**config.mk**
```make
export PLATFORM = sky130hd
export DESIGN_NAME = vga_timing_gen
export DESIGN_NICKNAME = d
export VERILOG_FILES = /design/src/rtl/vga_timing_gen.sv
export SDC_FILE = /design/constraint.sdc
export NUM_CORES = 1
export LEC_CHECK = 0
export CAP_MARGIN = 20
export CORE_MARGIN = 2
export CORE_UTILIZATION = 35
export DETAILED_ROUTE_END_ITERATION = 8
export PLACE_DENSITY_LB_ADDON = 0.15
export SYNTH_ARGS = -nofsm -noshare
export SYNTH_HDL_FRONTEND = slang
export SYNTH_SLANG_ARGS = --single-unit
```
**constraint.sdc**
```tcl
create_clock -name clk -period 4.38 [get_ports clk]
set_input_delay 0.438 -clock clk [delete_from_list [all_inputs] [get_ports clk]]
set_output_delay 0.438 -clock clk [all_outputs]
set_load 0.005 [all_outputs]
```
**src/rtl/vga_timing_gen.sv**
```systemverilog
// Programmable VGA raster timing: frame-buffer request counters plus a LAT-deep
// sync/blank delay line that keeps the pins aligned with the pixel source.
module vga_timing_gen #(
   parameter int H_ACTIVE = 640,
   parameter int H_FP     = 16,
   parameter int H_SYNC   = 96,
   parameter int H_BP     = 48,
   parameter int V_ACTIVE = 480,
   parameter int V_FP     = 10,
   parameter int V_SYNC   = 2,
   parameter int V_BP     = 33,
   parameter bit HS_POL   = 1'b0,
   parameter bit VS_POL   = 1'b0,
   parameter int LAT      = 1,
   parameter int CW       = 10
) (
   input  logic          clk,
   input  logic          resetn,
   input  logic [23:0]   vga_data,
   output logic [CW-1:0] h_addr,
   output logic [CW-1:0] v_addr,
   output logic          req,
   output logic          frame_start,
   output logic          hsync,
   output logic          vsync,
   output logic          valid,
   output logic [7:0]    vga_r,
   output logic [7:0]    vga_g,
   output logic [7:0]    vga_b
);
   localparam int H_TOTAL = H_ACTIVE + H_FP + H_SYNC + H_BP;
   localparam int V_TOTAL = V_ACTIVE + V_FP + V_SYNC + V_BP;

   generate
      if (LAT < 0 || LAT > 4) begin : g_bad_lat
         $fatal(1, "vga_timing_gen: LAT must lie in 0..4");
      end
      if (CW < 1 || CW > 30 || H_TOTAL > (1 << CW) || V_TOTAL > (1 << CW)) begin : g_bad_cw
         $fatal(1, "vga_timing_gen: CW cannot hold H_TOTAL-1 / V_TOTAL-1");
      end
      if (H_ACTIVE < 1 || V_ACTIVE < 1 || H_SYNC < 1 || V_SYNC < 1 ||
          H_FP < 0 || H_BP < 0 || V_FP < 0 || V_BP < 0) begin : g_bad_geom
         $fatal(1, "vga_timing_gen: illegal timing geometry");
      end
   endgenerate

   localparam logic [CW-1:0] H_LAST   = CW'(H_TOTAL - 1);
   localparam logic [CW-1:0] V_LAST   = CW'(V_TOTAL - 1);
   localparam logic [CW-1:0] H_ACT_W  = CW'(H_ACTIVE);
   localparam logic [CW-1:0] V_ACT_W  = CW'(V_ACTIVE);
   localparam logic [CW-1:0] HS_FIRST = CW'(H_ACTIVE + H_FP);
   localparam logic [CW-1:0] HS_LAST  = CW'(H_ACTIVE + H_FP + H_SYNC - 1);
   localparam logic [CW-1:0] VS_FIRST = CW'(V_ACTIVE + V_FP);
   localparam logic [CW-1:0] VS_LAST  = CW'(V_ACTIVE + V_FP + V_SYNC - 1);
   localparam logic [2:0]    IDLE     = {~HS_POL, ~VS_POL, 1'b0};

   logic          run_reg;
   logic [CW-1:0] h_cnt_reg, h_cnt_next;
   logic [CW-1:0] v_cnt_reg, v_cnt_next;

   always_comb begin
      h_cnt_next = h_cnt_reg;
      v_cnt_next = v_cnt_reg;
      if (run_reg) begin
         if (h_cnt_reg == H_LAST) begin
            h_cnt_next = '0;
            v_cnt_next = (v_cnt_reg == V_LAST) ? '0 : v_cnt_reg + CW'(1);
         end else begin
            h_cnt_next = h_cnt_reg + CW'(1);
         end
      end
   end

   // Counters only start advancing one edge after run rises, so (0,0) lasts a full clk.
   always_ff @(posedge clk) begin
      if (!resetn) begin
         run_reg   <= 1'b0;
         h_cnt_reg <= '0;
         v_cnt_reg <= '0;
      end else begin
         run_reg   <= 1'b1;
         h_cnt_reg <= h_cnt_next;
         v_cnt_reg <= v_cnt_next;
      end
   end

   logic       hs_raw, vs_raw;
   logic [2:0] raw, dly;

   assign req         = run_reg & (h_cnt_reg < H_ACT_W) & (v_cnt_reg < V_ACT_W);
   assign h_addr      = req ? h_cnt_reg : '0;
   assign v_addr      = req ? v_cnt_reg : '0;
   assign frame_start = run_reg & (h_cnt_reg == '0) & (v_cnt_reg == '0);
   assign hs_raw      = (run_reg && h_cnt_reg >= HS_FIRST && h_cnt_reg <= HS_LAST) ? HS_POL : ~HS_POL;
   assign vs_raw      = (run_reg && v_cnt_reg >= VS_FIRST && v_cnt_reg <= VS_LAST) ? VS_POL : ~VS_POL;
   assign raw         = {hs_raw, vs_raw, req};

   generate
      if (LAT == 0) begin : g_comb
         assign dly = raw;
      end else begin : g_pipe
         logic [2:0] stage_reg [LAT];

         always_ff @(posedge clk) begin
            if (!resetn) begin
               for (int k = 0; k < LAT; k++) stage_reg[k] <= IDLE;
            end else begin
               stage_reg[0] <= raw;
               for (int k = 1; k < LAT; k++) stage_reg[k] <= stage_reg[k-1];
            end
         end

         assign dly = stage_reg[LAT-1];
      end
   endgenerate

   assign hsync = dly[2];
   assign vsync = dly[1];
   assign valid = dly[0];
   assign vga_r = valid ? vga_data[23:16] : 8'h00;
   assign vga_g = valid ? vga_data[15:8]  : 8'h00;
   assign vga_b = valid ? vga_data[7:0]   : 8'h00;

endmodule

```
---- Word-level counts from Yosys, hierarchy flattened ----
Memory sizes are Yosys's and may differ from the RTL's.
Index checks and enable logic that the tools add are counted.
operators by class
  $add $sub $neg .......................... 2
  magnitude comparators ................... 6
  eq/ne operators ......................... 2
  muxes and demuxes ....................... 13
  bitwise logic cells ..................... 4
  reductions and logical operators ........ 8
operators with widths
  cell                                                                                   count
  10-bit two-way mux                                                                     4
  8-bit two-way mux                                                                      3
  10-bit by 1-bit adder with 10-bit output (second input constant)                       2
  10-bit == test (second input constant)                                                 2
  10-bit logical NOT                                                                     2
  10-bit greater-or-equal comparator (second input constant)                             1
  10-bit by 9-bit greater-or-equal comparator with 1-bit output (second input constant)  1
  10-bit <= comparator (second input constant)                                           1
  10-bit by 9-bit <= comparator with 1-bit output (second input constant)                1
  10-bit less-than comparator (second input constant)                                    1
  10-bit by 9-bit less-than comparator with 1-bit output (second input constant)         1
  1-bit two-way mux                                                                      5
  1-bit AND                                                                              4
  1-bit logical AND                                                                      4
  3-bit two-way mux                                                                      1
  3-bit OR reduction                                                                     1
  2-bit AND reduction                                                                    1
word-level totals
  register bits after elaboration ......... 21
  RAM bits ................................ 3
  bits of input ports ..................... 26
  output and inout port bits .............. 49
  word-level logic and storage cells ...... 39
  memories kept ........................... 1
memory list
  memory            depth  width  read ports  clocked after memory_dff  wr ports  line  source
  g_pipe.stage_reg  1      3      1           0                         1         102   logic [2:0] stage_reg [LAT];

---- Longest topological paths before layout ----
  word-level depth ........................ 5
  depth in mapped cells ................... 6

---- Worst setup path before layout ----
OpenSTA, ideal clock, no wires.
  path type ............................... flip-flop to output port
  start ................................... reg h_cnt_reg[0]
  end ..................................... out frame_start
  data arrival time ....................... 1.380 ns
  data required time ...................... 3.942 ns
  setup slack ............................. 2.562 ns
  cell stages (with the launch flop) ...... 5
  path through ............................ dfxtp_1 > inv_1 > ha_1 > or4b_2 > nor4_1
between the ends
  cells in the longest elaborated chain, start to end .. 3
ends and longest elaborated chain
  item                      line  source
  start: declaration        58    logic [CW-1:0] h_cnt_reg, h_cnt_next;
  start signal: assignment  82    h_cnt_reg <= h_cnt_next;
  10-bit logical NOT        93    assign frame_start = run_reg & (h_cnt_reg == '0) & (v_cnt_reg == '0);
  1-bit AND (2 in a row)    93
  end: declaration          23    output logic frame_start,
No other way between the ends.

---- Worst setup path in the final report ----
Ends and elaborated chain as after synthesis.

==> results by group <==
Run status
  – Status: finished, final reports clean

Floorplan
  – Placeable Area: 4380 sq um
  – Total die area: 5170 sq um
  – Die Ht: 71.9 microns
  – Initial Util: 36.8%
  – I/O pins: 75
  – Die Width: just over 70 microns
  – Rows: 24

Cells and area
  – Ant diodes: 0
  – NumNets Final: 296
  – Sequential standard cell area: 480 sq um
  – Multi-input gate area: 1010 sq um
  – Synthesis-to-finish area growth: 46.1%
  – Layout cell share with drive strength beyond 1: about 4.5%
  – Fill cells: between 400 and 500

Clocking
  – Post-CTS Setup Inserts: 0
  – Worst skew pair latency: 0.26 ns
  – Clock Sinks: 24
  – Hold_buf cts: 0
  – CTS tree: yes
  – H-Tree Depth: 1
  – Post_cts resized: 0
  – CTS Buf Count: 3
  – Clock transition at path regs: 0.08 ns
  – Clock buffer depth: 2
  – CTS root buffer: clkbuf_8

Detailed routing
  – WL met1: slightly below 2000 microns
  – DRC violations left: 0
  – Max layer used: met4
  – Via count: about 1600
  – First-pass iteration count of the detailed router: 4
  – Antenna-violating nets left: 0
  – Final WL: between 4000 and 5000 microns
  – WL/cell: about 14 microns
  – Via density per instance: 4.94
  – Initial DRC Count: between 40 and 50
  – Met2 Wirelength: 2200 microns
  – Met3 wire length: between 200 and 250 microns

Yosys
  – Area contributors post-synth: dfxtp_1, and2_1, nand3_1
  – Flops & latches, synth: 24
  – Sequential area share after synthesis: 29.8%
  – Yosys cell types: 39
  – Mapped Avg Cell Area: around 8.0 sq um
  – Post-synth net total: about 230
  – Post-Syn Instances: 201
  – Warnings, synthesis: 0
  – Netlist Area Pre-Place: 1610 sq um
  – Yosys top cell area share: 29.8%
  – Synth area leader: dfxtp_1

Critical path
  – Worst setup endpoint: frame_start
  – Worst setup EP type: primary output
  – FF-to-FF setup slack: 2.45 ns
  – Reg2Reg Depth: 5
  – CP required: between 3 and 4 ns
  – Setup crit start: h_cnt_reg[0]
  – R2r endpoint: v_cnt_reg[8]
  – RR Startpoint: h_cnt_reg[1]
  – Setup Crit Path Kind: flip-flop to primary output
  – CP Data Arrival Time: 2.24 ns
  – Startpoint Class: flip-flop
  – Crit-path max FO: 6

Global route
  – Vias in the first global route: between 1000 and 1500
  – Total track usage: 17.4%
  – Largest net degree at the start of global routing: 26
  – First-pass GRT wire length: between 7000 and 8000 microns
  – Initial antenna violation count: 0
  – GR Overflow Total: 0

Timing
  – F_max: between 0.3 and 0.4 GHz
  – Final Hold Fails: 0
  – Minimum clock period: around 2.7 ns
  – Final setup fails: 0
  – RSZ-0062 raised after global routing: no
  – Worst slew pin tran: 0.619 ns
  – Final setup TNS: 0 ns
  – Relative slew slack: 58.6%
  – Layout Skew: 0.00564 ns
  – Max Slew Vio Count: 0
  – Final period utilization: 61.1%

Power
  – Combinational power share: 15.9%
  – Overall Power: 423 uW
  – Clock power share: a little under a third
  – Switch Pwr: about 94 uW
  – P_leak: 0.825 nW
  – Pwr Density: 180 nW/um^2
  – Flop pwr share: between 50% and 60%
  – Internal power: 329 uW
  – Sw Ratio: 22.2%
  – VDD IR max: roughly 0.15 mV

Placed design
  – IO Port Bufs: 73
  – Post-DP HPWL: 3340 microns
  – Placer Congestion: 0.792

Min path
  – HP Class: flip-flop to flip-flop

Run
  – Max cap viols: 0
## power by group through the flow
| stage | sequential (mW) | combinational (mW) | clock [mW] |
|---|---|---|---|
| after floorplan | 0.228 | 0.0255 | 0 |
| after global placement | 0.231 | 0.0666 | 0 |
| after CTS | 0.226 | 0.0679 | 0.137 |
| after global routing | 0.227 | 0.0720 | 0.142 |
| final | 0.226 | 0.0671 | 0.130 |
| after detailed placement | 0.231 | 0.0676 | 0 |
## cell usage in the layout (no fill, tap or decap), types with 5 or more instances in the layout
cell type         n
o21ai_0           5
xnor2_1           8
nand3_1          14
inv_1             7
clkdlybuf4s50_1  73
and2_1           45
nand2_1          15
dfxtp_1          24
nand4_1           8
nor2_1           13
nor4_1            6
## how the worst min path moves through the flow
stage            startpoint           end  slack [ns]  depth (start not counted)
5_1_grt        v_cnt_reg[4]  v_cnt_reg[4]        0.58                          2
4_1_cts        v_cnt_reg[4]  v_cnt_reg[4]        0.55                          2
6_report       h_cnt_reg[0]  h_cnt_reg[0]        0.55                          2
2_1_floorplan        resetn       run_reg        0.47                          0
3_3_place_gp   v_cnt_reg[4]  v_cnt_reg[4]        0.54                          2
3_5_place_dp   v_cnt_reg[4]  v_cnt_reg[4]        0.53                          2
## stage by stage
step	hold slack, ns	util [%]	setup slack, ns	cell area, sq um	cells
finish	0.552	53.7	1.70	2360	316
global route	0.583	53.7	1.52	2360	316
CTS	0.553	53.7	1.68	2360	316
detailed placement	0.534	52.8	2.01	2310	313
global placement	0.536	52.8	2.04	2310	313
floorplan	0.466	-	2.56	1610	201
## logic make-up (layout without fill, tap and decap cells)
logic type               Yosys count  count (layout)  share of synthesized area, %
other                              1               1                         0.233
AO/OA/AOI/OAI                     15              15                          5.82
XOR/XNOR                          10              10                          5.43
multiplexers                       1               1                         0.621
adder cells (fa/ha/maj)            4               4                          3.10
AND/OR/NAND/NOR                  126             126                          47.6
buffers and inverters             20              83                          7.45
flip-flops                        24              24                          29.8
## cells in the mapped netlist (all sizes together)
| master | instances |
|---|---|
| a21boi | 3 |
| a21oi | 3 |
| and2 | 46 |
| and3 | 3 |
| and4 | 1 |
| and4b | 2 |
| buf | 7 |
| clkbuf | 5 |
| clkdlybuf4s50 | 1 |
| conb | 1 |
| dfxtp | 24 |
| ha | 4 |
| inv | 7 |
| mux2i | 1 |
| nand2 | 15 |
| nand2b | 3 |
| nand3 | 15 |
| nand4 | 8 |
| nor2 | 13 |
| nor2b | 1 |
| nor3 | 4 |
| nor3b | 1 |
| nor4 | 7 |
| nor4b | 1 |
| o21ai | 5 |
| o221ai | 1 |
| o31ai | 3 |
| or3 | 1 |
| or3b | 1 |
| or4 | 2 |
| or4b | 2 |
| xnor2 | 8 |
| xor2 | 2 |
## routing by layer
layer / up-vias / GRT usage, %
li1: 813 / -
met1: 700 / 21.2
met2: 43 / 31.2
met3: 4 / 3.23
met4: 0 / 4.82
met5: - / 0
## critical path, stage by stage, from the launching register on
cell and delay, ns:
dfxtp_1 0.36, inv_1 0.09, ha_1 0.14, or4b_2 0.59, nor4_1 0.24, clkdlybuf4s50_1 0.56
## cell type report
| type | count | share of cell area, % |
|---|---|---|
| timing repair buffer | 73 | 31.0 |
| multi-input combinational | 157 | 43.0 |
| clock buffer | 3 | 1.75 |
| sequential | 24 | 20.4 |
| inverter | 7 | 1.12 |
| tap | 52 | 2.76 |
(Power assumes the default switching activity.)
